[config.mk]
export PLATFORM = sky130hd
export DESIGN_NAME = ddr3_traffic_gen
export DESIGN_NICKNAME = d
export VERILOG_FILES = /design/src/rtl/ddr3_traffic_gen.sv
export SDC_FILE = /design/constraint.sdc
export NUM_CORES = 1
export LEC_CHECK = 0
export CAP_MARGIN = 10
export CORE_AREA = 2 2 446 448
export CTS_CLUSTER_DIAMETER = 200
export CTS_CLUSTER_SIZE = 14
export DETAILED_ROUTE_END_ITERATION = 12
export DIE_AREA = 0 0 448 450
export SLEW_MARGIN = 15
export SYNTH_ARGS = -nofsm -noshare
export SYNTH_HDL_FRONTEND = slang
export SYNTH_SLANG_ARGS = --single-unit
[constraint.sdc]
create_clock -name sys_clk_i -period 5.06 [get_ports sys_clk_i]
set_input_delay 0.506 -clock sys_clk_i [delete_from_list [all_inputs] [get_ports sys_clk_i]]
set_output_delay 0.506 -clock sys_clk_i [all_outputs]
set_load 0.01 [all_outputs]
[src/rtl/ddr3_traffic_gen.sv]
// DDR3 traffic generator: a single write-then-readback pass over NUM_BURSTS BL8
// bursts on the MIG native app interface, with beat compare, error count and watchdog.
module ddr3_traffic_gen #(
   parameter int                    ADDR_WIDTH = 30,
   parameter int                    DATA_WIDTH = 512,
   parameter logic [ADDR_WIDTH-1:0] BASE_ADDR  = '0,
   parameter int                    NUM_BURSTS = 256,
   parameter logic [31:0]           SEED       = 32'h0,
   parameter int                    TIMEOUT    = 65535
) (
   input  logic                    sys_clk_i,
   input  logic                    sys_rst_n,
   input  logic                    init_calib_complete,
   input  logic                    app_rdy,
   output logic                    app_en,
   output logic [2:0]              app_cmd,
   output logic [ADDR_WIDTH-1:0]   app_addr,
   input  logic                    app_wdf_rdy,
   output logic                    app_wdf_wren,
   output logic                    app_wdf_end,
   output logic [DATA_WIDTH-1:0]   app_wdf_data,
   output logic [DATA_WIDTH/8-1:0] app_wdf_mask,
   input  logic                    app_rd_data_valid,
   input  logic [DATA_WIDTH-1:0]   app_rd_data,
   input  logic                    restart,
   output logic                    tg_compare_error,
   output logic [15:0]             err_count,
   output logic                    timeout,
   output logic                    done
);
   localparam int             CW    = 25;
   localparam int             LANES = DATA_WIDTH / 32;
   localparam logic [CW-1:0]  NB    = CW'(NUM_BURSTS);
   localparam logic [31:0]    TO    = 32'(TIMEOUT);

   typedef enum logic [2:0] {S_IDLE, S_WRITE, S_READ, S_WAIT_RD, S_DONE} state_t;

   state_t                  r_state, w_state_n;
   logic [CW-1:0]           r_wcmd, r_wdat, r_rcmd, r_rdat;
   logic [CW-1:0]           w_wcmd_n, w_wdat_n, w_rcmd_n, w_rdat_n;
   logic [31:0]             r_wdog, w_wdog_n;
   logic                    r_app_en, r_app_wdf_wren, r_err, r_timeout, r_done;
   logic [2:0]              r_app_cmd;
   logic [ADDR_WIDTH-1:0]   r_app_addr;
   logic [DATA_WIDTH-1:0]   r_app_wdf_data;
   logic [15:0]             r_err_count;
   logic                    w_cmd_hs, w_wd_hs, w_active, w_rd_ok, w_beat, w_spur, w_miscmp;
   logic                    w_progress, w_drop, w_tmo, w_abort;

   function automatic logic [DATA_WIDTH-1:0] f_pattern(input logic [23:0] k);
      logic [DATA_WIDTH-1:0] d;
      d = '0;
      for (int j = 0; j < LANES; j++) d[j*32 +: 32] = {k, 8'(j)} ^ SEED;
      return d;
   endfunction

   function automatic logic [ADDR_WIDTH-1:0] f_addr(input logic [CW-1:0] k);
      return BASE_ADDR + ADDR_WIDTH'({k, 3'b000});
   endfunction

   always_comb begin
      w_cmd_hs   = r_app_en & app_rdy;
      w_wd_hs    = r_app_wdf_wren & app_wdf_rdy;
      w_active   = (r_state == S_WRITE) || (r_state == S_READ) || (r_state == S_WAIT_RD);
      w_rd_ok    = ((r_state == S_READ) || (r_state == S_WAIT_RD)) && (r_rdat < NB);
      w_beat     = app_rd_data_valid & w_rd_ok;
      w_spur     = app_rd_data_valid & ~w_rd_ok;
      w_miscmp   = w_beat && (app_rd_data != f_pattern(r_rdat[23:0]));
      w_wcmd_n   = r_wcmd + {{(CW-1){1'b0}}, (r_state == S_WRITE) & w_cmd_hs};
      w_wdat_n   = r_wdat + {{(CW-1){1'b0}}, (r_state == S_WRITE) & w_wd_hs};
      w_rcmd_n   = r_rcmd + {{(CW-1){1'b0}}, (r_state == S_READ) & w_cmd_hs};
      w_rdat_n   = r_rdat + {{(CW-1){1'b0}}, w_beat};
      w_progress = w_cmd_hs | w_wd_hs | app_rd_data_valid;
      w_wdog_n   = w_progress ? 32'd0 : r_wdog + 32'd1;
      w_drop     = w_active & ~init_calib_complete;
      w_tmo      = w_active & ~w_drop & ~w_progress & (w_wdog_n >= TO);
      w_abort    = w_drop | w_tmo;

      w_state_n = r_state;
      case (r_state)
         S_IDLE:    if (init_calib_complete) w_state_n = S_WRITE;
         S_WRITE:   if ((r_wcmd == NB) && (r_wdat == NB)) w_state_n = S_READ;
         S_READ:    if (r_rcmd == NB) w_state_n = (w_rdat_n == NB) ? S_DONE : S_WAIT_RD;
         S_WAIT_RD: if (w_rdat_n == NB) w_state_n = S_DONE;
         S_DONE:    if (restart) w_state_n = S_IDLE;
         default:   w_state_n = S_IDLE;
      endcase
      if (w_drop)     w_state_n = S_IDLE;
      else if (w_tmo) w_state_n = S_DONE;
   end

   // Request outputs are built from the post-handshake counters so they hold while stalled.
   always_ff @(posedge sys_clk_i or negedge sys_rst_n) begin
      if (!sys_rst_n) begin
         r_state        <= S_IDLE;
         r_wcmd         <= '0;
         r_wdat         <= '0;
         r_rcmd         <= '0;
         r_rdat         <= '0;
         r_wdog         <= '0;
         r_app_en       <= 1'b0;
         r_app_cmd      <= 3'b000;
         r_app_addr     <= '0;
         r_app_wdf_wren <= 1'b0;
         r_app_wdf_data <= '0;
         r_err          <= 1'b0;
         r_err_count    <= '0;
         r_timeout      <= 1'b0;
         r_done         <= 1'b0;
      end else begin
         r_state <= w_state_n;
         r_done  <= (w_state_n == S_DONE);
         r_wdog  <= w_active ? w_wdog_n : 32'd0;
         if (w_state_n == S_IDLE) begin
            r_wcmd <= '0;
            r_wdat <= '0;
            r_rcmd <= '0;
            r_rdat <= '0;
         end else begin
            r_wcmd <= w_wcmd_n;
            r_wdat <= w_wdat_n;
            r_rcmd <= w_rcmd_n;
            r_rdat <= w_rdat_n;
         end

         if ((r_state == S_WRITE) && !w_abort) begin
            r_app_en       <= (w_wcmd_n < NB) && (w_wcmd_n < w_wdat_n + CW'(2));
            r_app_cmd      <= 3'b000;
            r_app_addr     <= f_addr(w_wcmd_n);
            r_app_wdf_wren <= (w_wdat_n < NB) && (w_wdat_n <= w_wcmd_n);
            r_app_wdf_data <= f_pattern(w_wdat_n[23:0]);
         end else if ((r_state == S_READ) && !w_abort) begin
            r_app_en       <= (w_rcmd_n < NB);
            r_app_cmd      <= 3'b001;
            r_app_addr     <= f_addr(w_rcmd_n);
            r_app_wdf_wren <= 1'b0;
         end else begin
            r_app_en       <= 1'b0;
            r_app_wdf_wren <= 1'b0;
         end

         if ((r_state == S_DONE) && restart) begin
            r_err       <= 1'b0;
            r_err_count <= '0;
            r_timeout   <= 1'b0;
         end else begin
            if (w_miscmp || w_spur) begin
               r_err <= 1'b1;
               if (r_err_count != 16'hFFFF) r_err_count <= r_err_count + 16'd1;
            end
            if (w_tmo) begin
               r_timeout <= 1'b1;
               r_err     <= 1'b1;
            end
         end
      end
   end

   assign app_en           = r_app_en;
   assign app_cmd          = r_app_cmd;
   assign app_addr         = r_app_addr;
   assign app_wdf_wren     = r_app_wdf_wren;
   assign app_wdf_end      = r_app_wdf_wren;
   assign app_wdf_data     = r_app_wdf_data;
   assign app_wdf_mask     = '0;
   assign tg_compare_error = r_err;
   assign err_count        = r_err_count;
   assign timeout          = r_timeout;
   assign done             = r_done;
endmodule

# --- Yosys cells after proc, flatten, opt, wreduce, memory -nomap -nowiden ---
# Cells that the tools add are included.
classes:
  n_addsub: 7
  n_lt_le_gt_ge: 7
  n_eq_ne: 11
  muxes: 30
  n_bitwise: 18
  n_reduce_logical: 21
op_table:
  columns: ["op", "count"]
  rows:
  - ["$ne A512 B512 Y1", 1]
  - ["$add A25 B1 Y25", 4]
  - ["$eq A25 B9 Y1 const B", 4]
  - ["$lt A25 B9 Y1 const B", 4]
  - ["$mux W25", 4]
  - ["$mux W32", 2]
  - ["$mux W30", 2]
  - ["$mux W16", 3]
  - ["$add A32 B1 Y32 const B", 1]
  - ["$ge A32 B16 Y1 const B", 1]
  - ["$mux W3", 10]
  - ["$add A25 B2 Y25 const B", 1]
  - ["$le A25 B25 Y1", 1]
  - ["$lt A25 B25 Y1", 1]
  - ["$add A16 B1 Y16 const B", 1]
  - ["$ne A16 B16 Y1 const B", 1]
  - ["$pmux W3 S5", 1]
  - ["$and A1 B1 Y1", 11]
  - ["$logic_and A1 B1 Y1", 8]
  - ["$mux W1", 8]
  - ["$reduce_bool A2 Y1", 4]
  - ["$eq A3 B2 Y1 const B", 2]
  - ["$eq A3 B3 Y1 const B", 2]
  - ["$logic_not A3 Y1", 2]
  - ["other kinds (7)", 15]
word_totals:
  reg_bits: 605
  input_bits: 519
  output_inout_bits: 631

# --- Longest topological paths before layout ---
# Gate-level depths: netlist (run 1).
depth:
  word_depth: 13
  ltp_mapped: 25
  ltp_nobuf: 23

# --- Worst setup path before layout (run 1) ---
# No wires, ideal clock.
synth_path:
  path_type: "register to register"
  from: "register r_state[0]"
  to: "register r_app_en, in the netlist app_en"
  setup_time_ns: 0.067
  t_arrival_ns: 4.632
  t_required_ns: 4.993
  slack_ns: 0.361
  path_stages_with_launch: 24
  path_buffers: 4
  synth_period_minus_slack_ns: 4.699
  path_cell_list: "dfrtp_1 clkbuf_1 nand2_1 clkbuf_1 clkbuf_1 nor3_1 ha_1 ha_1 and4_1 clkbuf_1 nand4_1 xnor2_1 nand3_1 or4_1 nor2_1 xnor2_1 ha_1 nor2b_1 o21ai_0 nand4_1 nor3_1 nand3_1 nor3_1 a32o_1"
synth_between:
  word_cells_on_any_way: 27
  cone_classes: "add/sub (4); order compare (3); eq/ne (3); mux (2); bitwise (9); reduce/logical (6)"
synth_rtl:
  columns: ["element", "line_no", "text"]
  rows:
  - ["from (decl)", "38", "state_t r_state, w_state_n;"]
  - ["from (signal assigned)", "111", "r_state <= w_state_n;"]
  - ["$eq A3 B1 Y1", "70", "w_wdat_n = r_wdat + {{(CW-1){1'b0}}, (r_state == S_WRITE) & w_wd_hs};"]
  - ["$and A1 B1 Y1", "70", null]
  - ["$add A25 B1 Y25", "70", null]
  - ["net w_wdat_n[14]", "40", "logic [CW-1:0] w_wcmd_n, w_wdat_n, w_rcmd_n, w_rdat_n;"]
  - ["$add A25 B2 Y25", "127", "r_app_en <= (w_wcmd_n < NB) && (w_wcmd_n < w_wdat_n + CW'(2));"]
  - ["$lt A25 B25 Y1", "127", null]
  - ["$logic_and A1 B1 Y1", "127", null]
  - ["$mux W1", "126", "if ((r_state == S_WRITE) && !w_abort) begin"]
  - ["to (signal assigned)", "127", null]
  - ["to (signal assigned)", "133", "r_app_en <= (w_rcmd_n < NB);"]
  - ["to (decl)", "42", "logic r_app_en, r_app_wdf_wren, r_err, r_timeout, r_done;"]
# The timed path passes the listed nets, and every way through them passes these cells.
# A chain may end at the register's enable or synchronous reset.

# --- Final worst setup path (run 1) ---
layout_path:
  from: "register r_rdat[21]"
  to: "register r_state[0]"
layout_between:
  elab_chain_len: 10
  word_cells_on_any_way: 11
  cone_classes: "add/sub (1); order compare (1); eq/ne (1); mux (6); bitwise (1); reduce/logical (1)"
layout_rtl:
  columns: ["element", "line_no", "text"]
  rows:
  - ["from (decl)", "39", "logic [CW-1:0] r_wcmd, r_wdat, r_rcmd, r_rdat;"]
  - ["from (signal assigned)", "123", "r_rdat <= w_rdat_n;"]
  - ["$lt A25 B9 Y1", "65", "w_rd_ok = ((r_state == S_READ) || (r_state == S_WAIT_RD)) && (r_rdat < NB);"]
  - ["$logic_and A1 B1 Y1", "65", null]
  - ["$and A1 B1 Y1", "66", "w_beat = app_rd_data_valid & w_rd_ok;"]
  - ["$add A25 B1 Y25 *", "72", "w_rdat_n = r_rdat + {{(CW-1){1'b0}}, w_beat};"]
  - ["$eq A25 B9 Y1 *", "83, 84", null]
  - ["$mux W3 (2 in a row)", "83", "S_READ: if (r_rcmd == NB) w_state_n = (w_rdat_n == NB) ? S_DONE : S_WAIT_RD;"]
  - ["$pmux W3 S5 *", "80", "case (r_state)"]
  - ["$mux W3 *", "89", "else if (w_tmo) w_state_n = S_DONE;"]
  - ["$mux W3 *", "88", "if (w_drop) w_state_n = S_IDLE;"]
  - ["net w_state_n[0]", "38", null]
# The timed path passes the listed nets; every way through them passes the cells marked *.

==> impl_metrics.csv, run 1 <==
group,metric,value,unit
status,outcome,"complete, no violations",
floorplan,core,197000,sq um
setup_path,crit_buf_inv,1,
clock_tree,num_cts_buffers,18,
cells_and_area,most_used_cells_in_the_layout_excluding_fill_and_tap_cells,"clkdlybuf4s50_1, dfrtp_1, nor2_1",
detailed_routing,drcViolationCount,0,
global_route,grt_remaining_overflow,0,
clock_tree,clock_slew_at_the_register_clock_pins_of_the_worst_setup_and_hold_paths,0.09,ns
worst_hold_path,hold_worst_path_end,"app_cmd[0]$_DFFE_PN0P_",
placement,globalplace.congestion,0.940,
placement,detailed_place_hpwl,94700,um
setup_path,crit_chain,"or4_1, or4_1, nor2_1, and2_1, ha_1, and2_0, nand3_1, nor4b_1, mux2_2, o22ai_1, nand3_1, nor4b_2, buf_4, o22ai_1, and2_1",
power_and_ir_drop,ir_drop,0.000214,V
synthesis,synth_flop_cell,"dfrtp_1",
clock_tree,postCtsSetupRepairBufs,0,
sta,slew_headroom,0.353,
clock_tree,clock_path_buffers,3,
setup_path,crit_arrival,4.99,ns
detailed_routing,routed_wire_length_per_instance,19.3,um
cells_and_area,final_net_count,3706,
setup_path,rr_worst_depth,15,
setup_path,r2r_setup_slack,0.49,ns
synthesis,yosys.area_share.simple,0.249,
placement,numPortBuffers,982,
synthesis,yosys_reg_bits,207,
placement,placed_cells,5745,
detailed_routing,drtAntennaViolNets,0,
setup_path,reg2reg_from,"r_rdat[21]$_DFF_PN0_",
setup_path,critical_path_class,"reg2reg",
global_route,grt_pass1_vias,19200,
detailed_routing,routed_via_density,3.49,
synthesis,synth.mux.area_fraction,0.0153,
sta,fin_skew,0.0284,ns
synthesis,synth-async-reset-ratio,1.00,
detailed_routing,route.vias.total,20200,
floorplan,die-area,202000,sq um
synthesis,synth.cell_area,20300,sq um
floorplan,rows,163,
detailed_routing,totalWireLength,112000,um
floorplan,io_pins,1150,
synthesis,postSynthAreaPerCell,8.19,sq um
global_route,global_route.usage.total,0.104,
sta,finalCriticalPeriod,4.57,ns
setup_path,sort_of_element_at_the_end_of_the_critical_path,"flip-flop",
synthesis,synth_cells,2482,
worst_hold_path,hp-start,"app_cmd[0]$_DFFE_PN0P_",
detailed_routing,initialDrtViolationCount,1274,
synthesis,synth_edf_count,0,
worst_hold_path,holdCritPathClass,"reg2reg",
setup_path,cpMaxStageDelayCell,"nor4b_1",
sta,fin_tns_setup,0,ns
clock_tree,cts_tree,"done",
synthesis,synth_xor_xnor_area_share,0.114,
cells_and_area,drive_above_1_share,0.0611,
power_and_ir_drop,power-per-cell-area,143,nW/um^2
sta,final_clock_period_utilization_by_the_worst_path,0.903,
synthesis,synth_adder_area_share,0.0376,
job,max_cap_viol_count,0,
floorplan,floorplan.die.width,448,um
setup_path,critical_path.reg2reg.endpoint,"r_state[0]$_DFF_PN0_",
clock_tree,clock-root-buffer,"clkbuf_16",
synthesis,synth_seq_area_share,0.255,
detailed_routing,drt_pre_antenna_iters,5,
synthesis,synth.lib_cells_used.distinct,75,
setup_path,crit_path_start,"r_rdat[21]$_DFF_PN0_",
setup_path,timing.critical_path.from_type,"flip-flop",
sta,worst-slew-pin-transition,0.968,ns
sta,report.final.hold_viol_count,0,
sta,max_clock_freq,219,MHz
setup_path,crit_fanout,6,
synthesis,synth_warnings,0,
power_and_ir_drop,finalPower,4.44,mW
setup_path,worst_path_dominant_cell_family,"simple AND/OR/NAND/NOR gates",
setup_path,worstPathRequired,5.48,ns
sta,report.final.setup_viol,0,
setup_path,slowest_cell_delay_on_critical_path,0.65,ns
sta,final_max_slew_viol_count,0,
clock_tree,worstSkewPairLatency,0.55,ns
clock_tree,cts_num_sinks,207,
cells_and_area,finish.utilization,0.158,
global_route,antenna_violations_before_repair,36,
worst_hold_path,timing.hold.worst_path_depth,1,
synthesis,synth_top_family_by_area,"simple AND/OR/NAND/NOR gates",
clock_tree,ctsHtreeMaxLevel,1,
sta,rsz_0062_raised_after_global_routing,"no",
floorplan,die_h,450,um
global_route,grt_start_max_net_pins,79,
cells_and_area,synthToLayoutAreaGrowth,52.8,%
synthesis,fraction_of_the_mapped_netlist_area_in_compound_gates,0.0928,
cells_and_area,layout_commonest_cell,"clkdlybuf4s50_1",
cells_and_area,layout.cells.non_filler,5788,
global_route,grt_first_pass_wirelength,149000,um
power_and_ir_drop,p_leak,11.9,nW
floorplan,start_util,0.103,
-- worst reg2reg max path, cell delays in order (launching register included) --
cell and delay [ns]:
dfrtp_1 0.37, or4_1 0.51, or4_1 0.52, nor2_1 0.16, and2_1 0.16, ha_1 0.16
and2_0 0.27, nand3_1 0.21, nor4b_1 0.65, mux2_2 0.41, o22ai_1 0.14, nand3_1 0.10
nor4b_2 0.32, buf_4 0.20, o22ai_1 0.08, and2_1 0.20
-- stage by stage --
stage	cell area (sq um)	setup slack [ns]	hold slack [ns]
2_1_floorplan	20900	0.361	0.210
3_3_place_gp	30500	-0.118	0.464
3_5_place_dp	30500	-0.0787	0.474
4_1_cts	31000	0.422	0.496
5_1_grt	31000	0.0595	0.525
6_report	31000	0.489	0.489
-- state kept, by name, indices dropped and copies added, names as in the netlist, 3 cells and up --
signal	count
app_wdf_data	25
app_addr	25
r_wdog	32
r_rdat	25
r_rcmd	25
err_count	16
r_state	3
r_wdat	25
r_wcmd	25
-- synth_stat cells, types with 42 or more instances --
library cell / n / share of area
buf_4: 560 / 0.21
dfrtp_1: 207 / 0.25
nor2_1: 184 / 0.034
xnor2_1: 163 / 0.070
nor3_1: 112 / 0.028
nand2_1: 101 / 0.019
xor2_1: 101 / 0.044
nand3_1: 98 / 0.024
nand4_1: 98 / 0.030
and3_1: 96 / 0.030
nor4_1: 69 / 0.021
clkbuf_1: 65 / 0.012
o21ai_0: 65 / 0.016
ha_1: 61 / 0.038
inv_1: 57 / 0.011
o22ai_1: 42 / 0.013
-- kinds of logic (layout without fill, tap and decap cells) --
logic type / after synthesis / in the layout
xor+xnor: 264 / 264
flops: 207 / 207
simple gates: 929 / 929
buf+inv: 711 / 1190
compound gates: 280 / 280
other cells: 1 / 188
mux: 29 / 29
fa+ha+maj: 61 / 61
-- layer usage --
layer | up-vias | wire, um | part of all wire | track usage
met4 | 30 | 4530 | 0.041 | 0.0393
met5 | - | 207 | 0.0019 | 0
met1 | 9759 | 41900 | 0.38 | 0.118
met2 | 900 | 57700 | 0.52 | 0.193
li1 | 9367 | - | - | -
met3 | 157 | 7320 | 0.066 | 0.0162
-- worst max path at each step --
stage | cells past startpoint | slack [ns] | end
finish | 15 | 0.49 | r_state[0]$_DFF_PN0_
global route | 22 | 0.06 | app_en$_DFF_PN0_
CTS | 22 | 0.42 | app_en$_DFF_PN0_
detailed placement | 23 | -0.08 | app_en$_DFF_PN0_
global placement | 25 | -0.12 | app_en$_DFF_PN0_
floorplan | 23 | 0.36 | app_en$_DFF_PN0_
-- where the power goes --
| part | total (mW) | switching (mW) | internal, mW | leakage (nW) |
|---|---|---|---|---|
| Combinational | 1.31 | 0.604 | 0.701 | 8.79 |
| Clock | 1.34 | 0.700 | 0.642 | 0.234 |
| Sequential | 1.79 | 0.0782 | 1.71 | 2.84 |
-- cell type report --
class | count | area (sq um)
Antenna cell | 21 | 52.6
Clock buffer | 19 | 454
Timing Repair Buffer | 1112 | 10800
Tap cell | 2640 | 3300
Multi-Input combinational cell | 1730 | 11000
Fill cell | 22300 | 166000
Inverter | 57 | 214
Sequential cell | 207 | 5190
Clock inverter | 2 | 21.3
-- what timing repair did --
| action | CTS | global route |
|---|---|---|
| setup endpoints to repair | 0 | 1 |
| hold buffers | 1 | 0 |
| hold endpoints to repair | 20 | 0 |
| gates resized for setup | 0 | 3 |
Power figures use the tool's default switching activity.
==> run 2: changes to the inputs <==
CORE_AREA = 4 4 448 450   (was 2 2 446 448)
DIE_AREA = 0 0 452 454   (was 0 0 448 450)
==> run 2 against run 1 <==
Sequential share of layout area grew 0.053 points; non-clock buffer count decreased by 8; clock power about the same; routed wire length rose by 2.8%; fmax fell by 2.4%; count of clock-buffer cells in the layout did not move; power shrank 0.54%; critical path depth stayed put; combinational power barely moved; worst setup slack worse by 0.11 ns.
==> impl_metrics.csv, run 2 (synthesis results as in run 1) <==
group,metric,value,unit
status,outcome,"complete, no violations",
sta,report.final.hold_viol_count,0,
floorplan,die-area,205000,sq um
clock_tree,clock-root-buffer,"clkbuf_16",
floorplan,core,197000,sq um
cells_and_area,drive_above_1_share,0.0580,
detailed_routing,drcViolationCount,0,
floorplan,start_util,0.103,
detailed_routing,routed_wire_length_per_instance,19.9,um
sta,finalCriticalPeriod,4.69,ns
floorplan,die_h,454,um
sta,max_clock_freq,213,MHz
cells_and_area,most_used_cells_in_the_layout_excluding_fill_and_tap_cells,"clkdlybuf4s50_1, dfrtp_1, nor2_1",
setup_path,worstPathRequired,5.50,ns
sta,fin_skew,0.0254,ns
global_route,grt_remaining_overflow,0,
detailed_routing,routed_via_density,3.52,
detailed_routing,drt_pre_antenna_iters,8,
job,max_cap_viol_count,0,
clock_tree,postCtsSetupRepairBufs,0,
placement,detailed_place_hpwl,97400,um
power_and_ir_drop,finalPower,4.41,mW
clock_tree,hold_buffers,0,
sta,final_max_slew_viol_count,0,
global_route,grt_first_pass_wirelength,151000,um
floorplan,io_pins,1150,
setup_path,critical_path_class,"reg2reg",
clock_tree,num_cts_buffers,18,
cells_and_area,top_register,"r_wdog",
cells_and_area,largest_register_ff_count,32,
global_route,antenna_violations_before_repair,37,
sta,rsz_0062_raised_after_global_routing,"no",
clock_tree,cts-resized-gates,0,
sta,final_clock_period_utilization_by_the_worst_path,0.926,
clock_tree,cts_tree,"done",
detailed_routing,drtAntennaViolNets,0,
placement,numPortBuffers,982,
global_route,global_route.usage.total,0.103,
setup_path,crit_fanout,6,
sta,fin_tns_setup,0,ns
clock_tree,ctsHtreeMaxLevel,1,
power_and_ir_drop,ir_drop,0.000142,V
setup_path,sort_of_element_at_the_end_of_the_critical_path,"flip-flop",
clock_tree,cts_num_sinks,207,
setup_path,crit_arrival,5.12,ns
floorplan,rows,163,
cells_and_area,layout.cells.non_filler,5770,
cells_and_area,finish.utilization,0.157,
detailed_routing,initialDrtViolationCount,1535,
cells_and_area,fin_area,31000,sq um
clock_tree,clock_slew_at_the_register_clock_pins_of_the_worst_setup_and_hold_paths,0.08,ns
clock_tree,clock_path_buffers,3,
placement,globalplace.congestion,0.940,
floorplan,floorplan.die.width,452,um
setup_path,timing.critical_path.from_type,"flip-flop",
cells_and_area,layout_commonest_cell,"clkdlybuf4s50_1",
cells_and_area,final_net_count,3698,
placement,placed_cells,5738,
clock_tree,worstSkewPairLatency,0.54,ns
power_and_ir_drop,power-per-cell-area,143,nW/um^2
global_route,grt_start_max_net_pins,88,
power_and_ir_drop,p_leak,11.8,nW
cells_and_area,synthToLayoutAreaGrowth,52.4,%
placement,place_area,30500,sq um
sta,report.final.setup_viol,0,
detailed_routing,totalWireLength,115000,um
worst_hold_path,holdCritPathClass,"in2async",
global_route,grt_pass1_vias,19200,
detailed_routing,route.vias.total,20300,
sta,slew_headroom,0.221,
sta,worst-slew-pin-transition,1.15,ns
[run 2: cell types whose count changed in the layout (fill, tap and decap cells not counted), moves of 2 or more]
cell / previous run / this run
buf_4: 128 / 119
dfrtp_2: 7 / 9
buf_12: 1 / 3
o22ai_1: 40 / 42
diode_2: 21 / 11
dfrtp_1: 200 / 198
o22ai_2: 2 / 0
[run 2: path summary, 6_finish.rpt]
path | start | endpoint | slack [ns] | depth (start not counted)
max reg2reg | r_rdat[21]$_DFF_PN0_ | r_state[2]$_DFF_PN0_ | 0.37 | 15
min | sys_rst_n | app_addr[19]$_DFFE_PN0P_ | 0.03 | 1
min in group sys_clk_i | app_wdf_data[483]$_DFFE_PN0P_ | app_wdf_data[483]$_DFFE_PN0P_ | 0.46 | 1
max | r_rdat[21]$_DFF_PN0_ | r_state[2]$_DFF_PN0_ | 0.37 | 15
max in group asynchronous | sys_rst_n | r_rdat[14]$_DFF_PN0_ | 3.79 | 2
min reg2reg | app_wdf_data[483]$_DFFE_PN0P_ | app_wdf_data[483]$_DFFE_PN0P_ | 0.46 | 1
[run 2: metrics by stage]
step	setup slack, ns	hold slack (ns)
after floorplan	0.361	0.210
after global placement	-0.161	0.454
after detailed placement	-0.0930	0.456
after CTS	0.360	0.0370
after global routing	0.0751	0.0816
final	0.375	0.0284
[run 2: final cells by class]
type / instances / area (sq um)
Clock inverter: 2 / 21.3
Antenna cell: 11 / 27.5
Sequential cell: 207 / 5190
Tap cell: 2640 / 3300
Timing Repair Buffer: 1104 / 10800
Clock buffer: 19 / 454
Inverter: 57 / 214
Multi-Input combinational cell: 1730 / 11000
Fill cell: 22200 / 166000
[run 2: metal layers]
metal / wire, um / track usage / share of wire / vias to the layer above
li1: - / - / - / 9343
met1: 44200 / 0.122 / 0.39 / 9830
met2: 58200 / 0.186 / 0.51 / 973
met3: 8410 / 0.0204 / 0.073 / 145
met4: 3810 / 0.0345 / 0.033 / 26
met5: 175 / 0 / 0.0015 / -
[run 2: where the power goes]
| group | total, mW | leakage (nW) | internal [mW] | switching [mW] |
|---|---|---|---|---|
| registers | 1.80 | 2.83 | 1.71 | 0.0834 |
| clock network | 1.32 | 0.234 | 0.641 | 0.675 |
| logic | 1.30 | 8.73 | 0.694 | 0.608 |
| total | 4.41 | 11.8 | 3.05 | 1.37 |
[run 2: critical path, cell delays in order, from the launching register on]
cell and delay [ns]:
dfrtp_1 0.38, or4_1 0.51, or4_1 0.48, nor2_1 0.15
and2_1 0.15, ha_1 0.17, and2_0 0.28, nand3_1 0.26
nor4b_1 0.66, mux2_2 0.41, o22ai_1 0.14, nand3_1 0.11
nor4b_2 0.38, buf_4 0.21, nand2b_1 0.08, o21ai_0 0.22
==> run 3: changes to the inputs <==
CORE_AREA = 4 4 447 449   (was 4 4 448 450)
CTS_CLUSTER_SIZE = default   (was 14)
DIE_AREA = 0 0 451 453   (was 0 0 452 454)
clock period = 6.1 ns   (was 5.06 ns; I/O delays follow)
==> run 3 against run 2 <==
Flip-flop and latch count unchanged; die area shrank 0.44%; global-route usage is essentially flat; non-clock buffer count fell by 52; cell area barely moved; first-iteration DRC count down 15%; register-to-register slack improved by 0.66 ns; sequential power decreased by 17%.
==> impl_metrics.csv, run 3 (synthesis results as in run 1) <==
group,metric,value,unit
cells_and_area,multi_input_comb_area,11000,sq um
global_route,grt_first_pass_wirelength,152000,um
sta,finalCriticalPeriod,5.07,ns
status,outcome,"complete, no violations",
power_and_ir_drop,ir_drop,0.000161,V
clock_tree,cts-resized-gates,0,
power_and_ir_drop,power-per-cell-area,135,nW/um^2
floorplan,die-area,204000,sq um
setup_path,timing.critical_path.from_type,"flip-flop",
sta,holdWs,0.119,ns
power_and_ir_drop,p_leak,11.8,nW
sta,fin_tns_setup,0,ns
cells_and_area,layout_commonest_cell,"clkdlybuf4s50_1",
detailed_routing,totalWireLength,114000,um
setup_path,critical_path_class,"reg2reg",
placement,post-place-ws,0.594,ns
placement,placed_cells,5686,
cells_and_area,top_register,"r_wdog",
worst_hold_path,holdCritPathClass,"in2async",
sta,final_max_slew_viol_count,0,
global_route,global_route.usage.total,0.103,
floorplan,floorplan.die.width,451,um
setup_path,worstPathRequired,6.62,ns
cells_and_area,final_net_count,3652,
sta,fin_skew,0.0390,ns
detailed_routing,routed_via_density,3.50,
floorplan,io_pins,1150,
placement,detailed_place_hpwl,96800,um
detailed_routing,drcViolationCount,0,
setup_path,sort_of_element_at_the_end_of_the_critical_path,"flip-flop",
sta,report.final.hold_viol_count,0,
floorplan,start_util,0.104,
cells_and_area,synthToLayoutAreaGrowth,52.4,%
detailed_routing,route.vias.total,20100,
clock_tree,worstSkewPairLatency,0.58,ns
cells_and_area,num-fill-cells,22200,
floorplan,die_h,453,um
sta,worst-slew-pin-transition,1.32,ns
cells_and_area,layout.cells.non_filler,5746,
sta,fin_ws,1.03,ns
floorplan,rows,163,
detailed_routing,drt_pre_antenna_iters,5,
clock_tree,clock_path_buffers,3,
placement,globalplace.congestion,0.940,
job,max_cap_viol_count,0,
global_route,grt_pass1_vias,19400,
sta,max_clock_freq,197,MHz
global_route,grt_start_max_net_pins,98,
clock_tree,cts_num_sinks,207,
sta,slew_headroom,0.106,
global_route,antenna_violations_before_repair,33,
clock_tree,clock-root-buffer,"clkbuf_16",
detailed_routing,initialDrtViolationCount,1308,
global_route,grt_remaining_overflow,0,
clock_tree,postCtsSetupRepairBufs,0,
cells_and_area,total_area_of_sequential_cells,5190,sq um
clock_tree,cts_tree,"done",
sta,rsz_0062_raised_after_global_routing,"no",
setup_path,crit_arrival,5.59,ns
cells_and_area,drive_above_1_share,0.0505,
placement,numPortBuffers,982,
cells_and_area,largest_register_ff_count,32,
clock_tree,clock_slew_at_the_register_clock_pins_of_the_worst_setup_and_hold_paths,0.07,ns
detailed_routing,drtAntennaViolNets,0,
clock_tree,ctsHtreeMaxLevel,1,
cells_and_area,most_used_cells_in_the_layout_excluding_fill_and_tap_cells,"clkdlybuf4s50_1, dfrtp_1, nor2_1",
clock_tree,hold_buffers,0,
sta,final_clock_period_utilization_by_the_worst_path,0.830,
clock_tree,num_cts_buffers,24,
detailed_routing,routed_wire_length_per_instance,19.8,um
setup_path,crit_fanout,8,
floorplan,core,196000,sq um
sta,report.final.setup_viol,0,
==> run 3: changes by cell type in the layout (fill, tap and decap cells not counted), sizes merged <==
cell and change:
clkinvlp +3, clkbuf +12, clkinv +2, buf -52
inv +3, diode +5, bufinv +3
==> run 3: power breakdown <==
| group | total, mW | switching (mW) | leakage (nW) | internal [mW] |
|---|---|---|---|---|
| sequential | 1.49 | 0.0703 | 2.83 | 1.42 |
| clock | 1.59 | 0.665 | 0.415 | 0.926 |
| combinational | 1.09 | 0.518 | 8.52 | 0.568 |
| total | 4.17 | 1.25 | 11.8 | 2.92 |
==> run 3: path summary, 6_finish.rpt <==
path / from / endpoint / slack, ns / cells after the start
max: app_wdf_end$_DFF_PN0_ / app_en$_DFF_PN0_ / 1.03 / 20
min: sys_rst_n / err_count[9]$_DFFE_PN0P_ / 0.12 / 1
max reg2reg: app_wdf_end$_DFF_PN0_ / app_en$_DFF_PN0_ / 1.03 / 20
min reg2reg: app_cmd[0]$_DFFE_PN0P_ / app_cmd[0]$_DFFE_PN0P_ / 0.49 / 1
max in group asynchronous: sys_rst_n / app_wdf_data[488]$_DFFE_PN0P_ / 4.52 / 2
min in group sys_clk_i: app_cmd[0]$_DFFE_PN0P_ / app_cmd[0]$_DFFE_PN0P_ / 0.49 / 1
==> run 3: layout make-up <==
| class | instances | area share |
|---|---|---|
| antenna | 16 | 0.00129 |
| sequential | 207 | 0.168 |
| clock inverter | 13 | 0.00614 |
| multi-input combinational | 1730 | 0.355 |
| inverter | 57 | 0.00691 |
| tap | 2640 | 0.107 |
| timing repair buffer | 1052 | 0.334 |
| clock buffer | 31 | 0.0219 |
==> run 3: worst max-delay path: stages (launching register included) <==
cell,delay [ns]
dfrtp_1,0.65
nand2_1,0.23
nor3_1,0.18
ha_1,0.23
and2_1,0.21
nand2_1,0.09
nor2_1,0.16
xor2_1,0.54
and3_1,0.32
nand4_1,0.21
or4_1,0.52
nor2_1,0.17
xnor2_1,0.14
ha_1,0.26
nor2b_1,0.13
o21ai_0,0.17
nand4_1,0.12
nor3_1,0.18
nand3_1,0.11
nor3_1,0.21
a32o_1,0.19
==> run 3: stage by stage <==
stage	total power, mW	util	instance area, sq um
after floorplan	1.96	-	20900
after global placement	2.61	0.153	30100
after detailed placement	2.61	0.153	30100
after CTS	4.24	0.158	30900
after global routing	4.35	0.158	31000
final	4.17	0.158	31000
==> run 3: layer usage <==
| layer | track usage | up-vias | wire [um] |
|---|---|---|---|
| met5 | 0 | - | 206 |
| met4 | 0.0383 | 30 | 5040 |
| met3 | 0.0186 | 140 | 7880 |
| met2 | 0.188 | 925 | 57400 |
| met1 | 0.120 | 9772 | 43300 |
| li1 | - | 9268 | - |
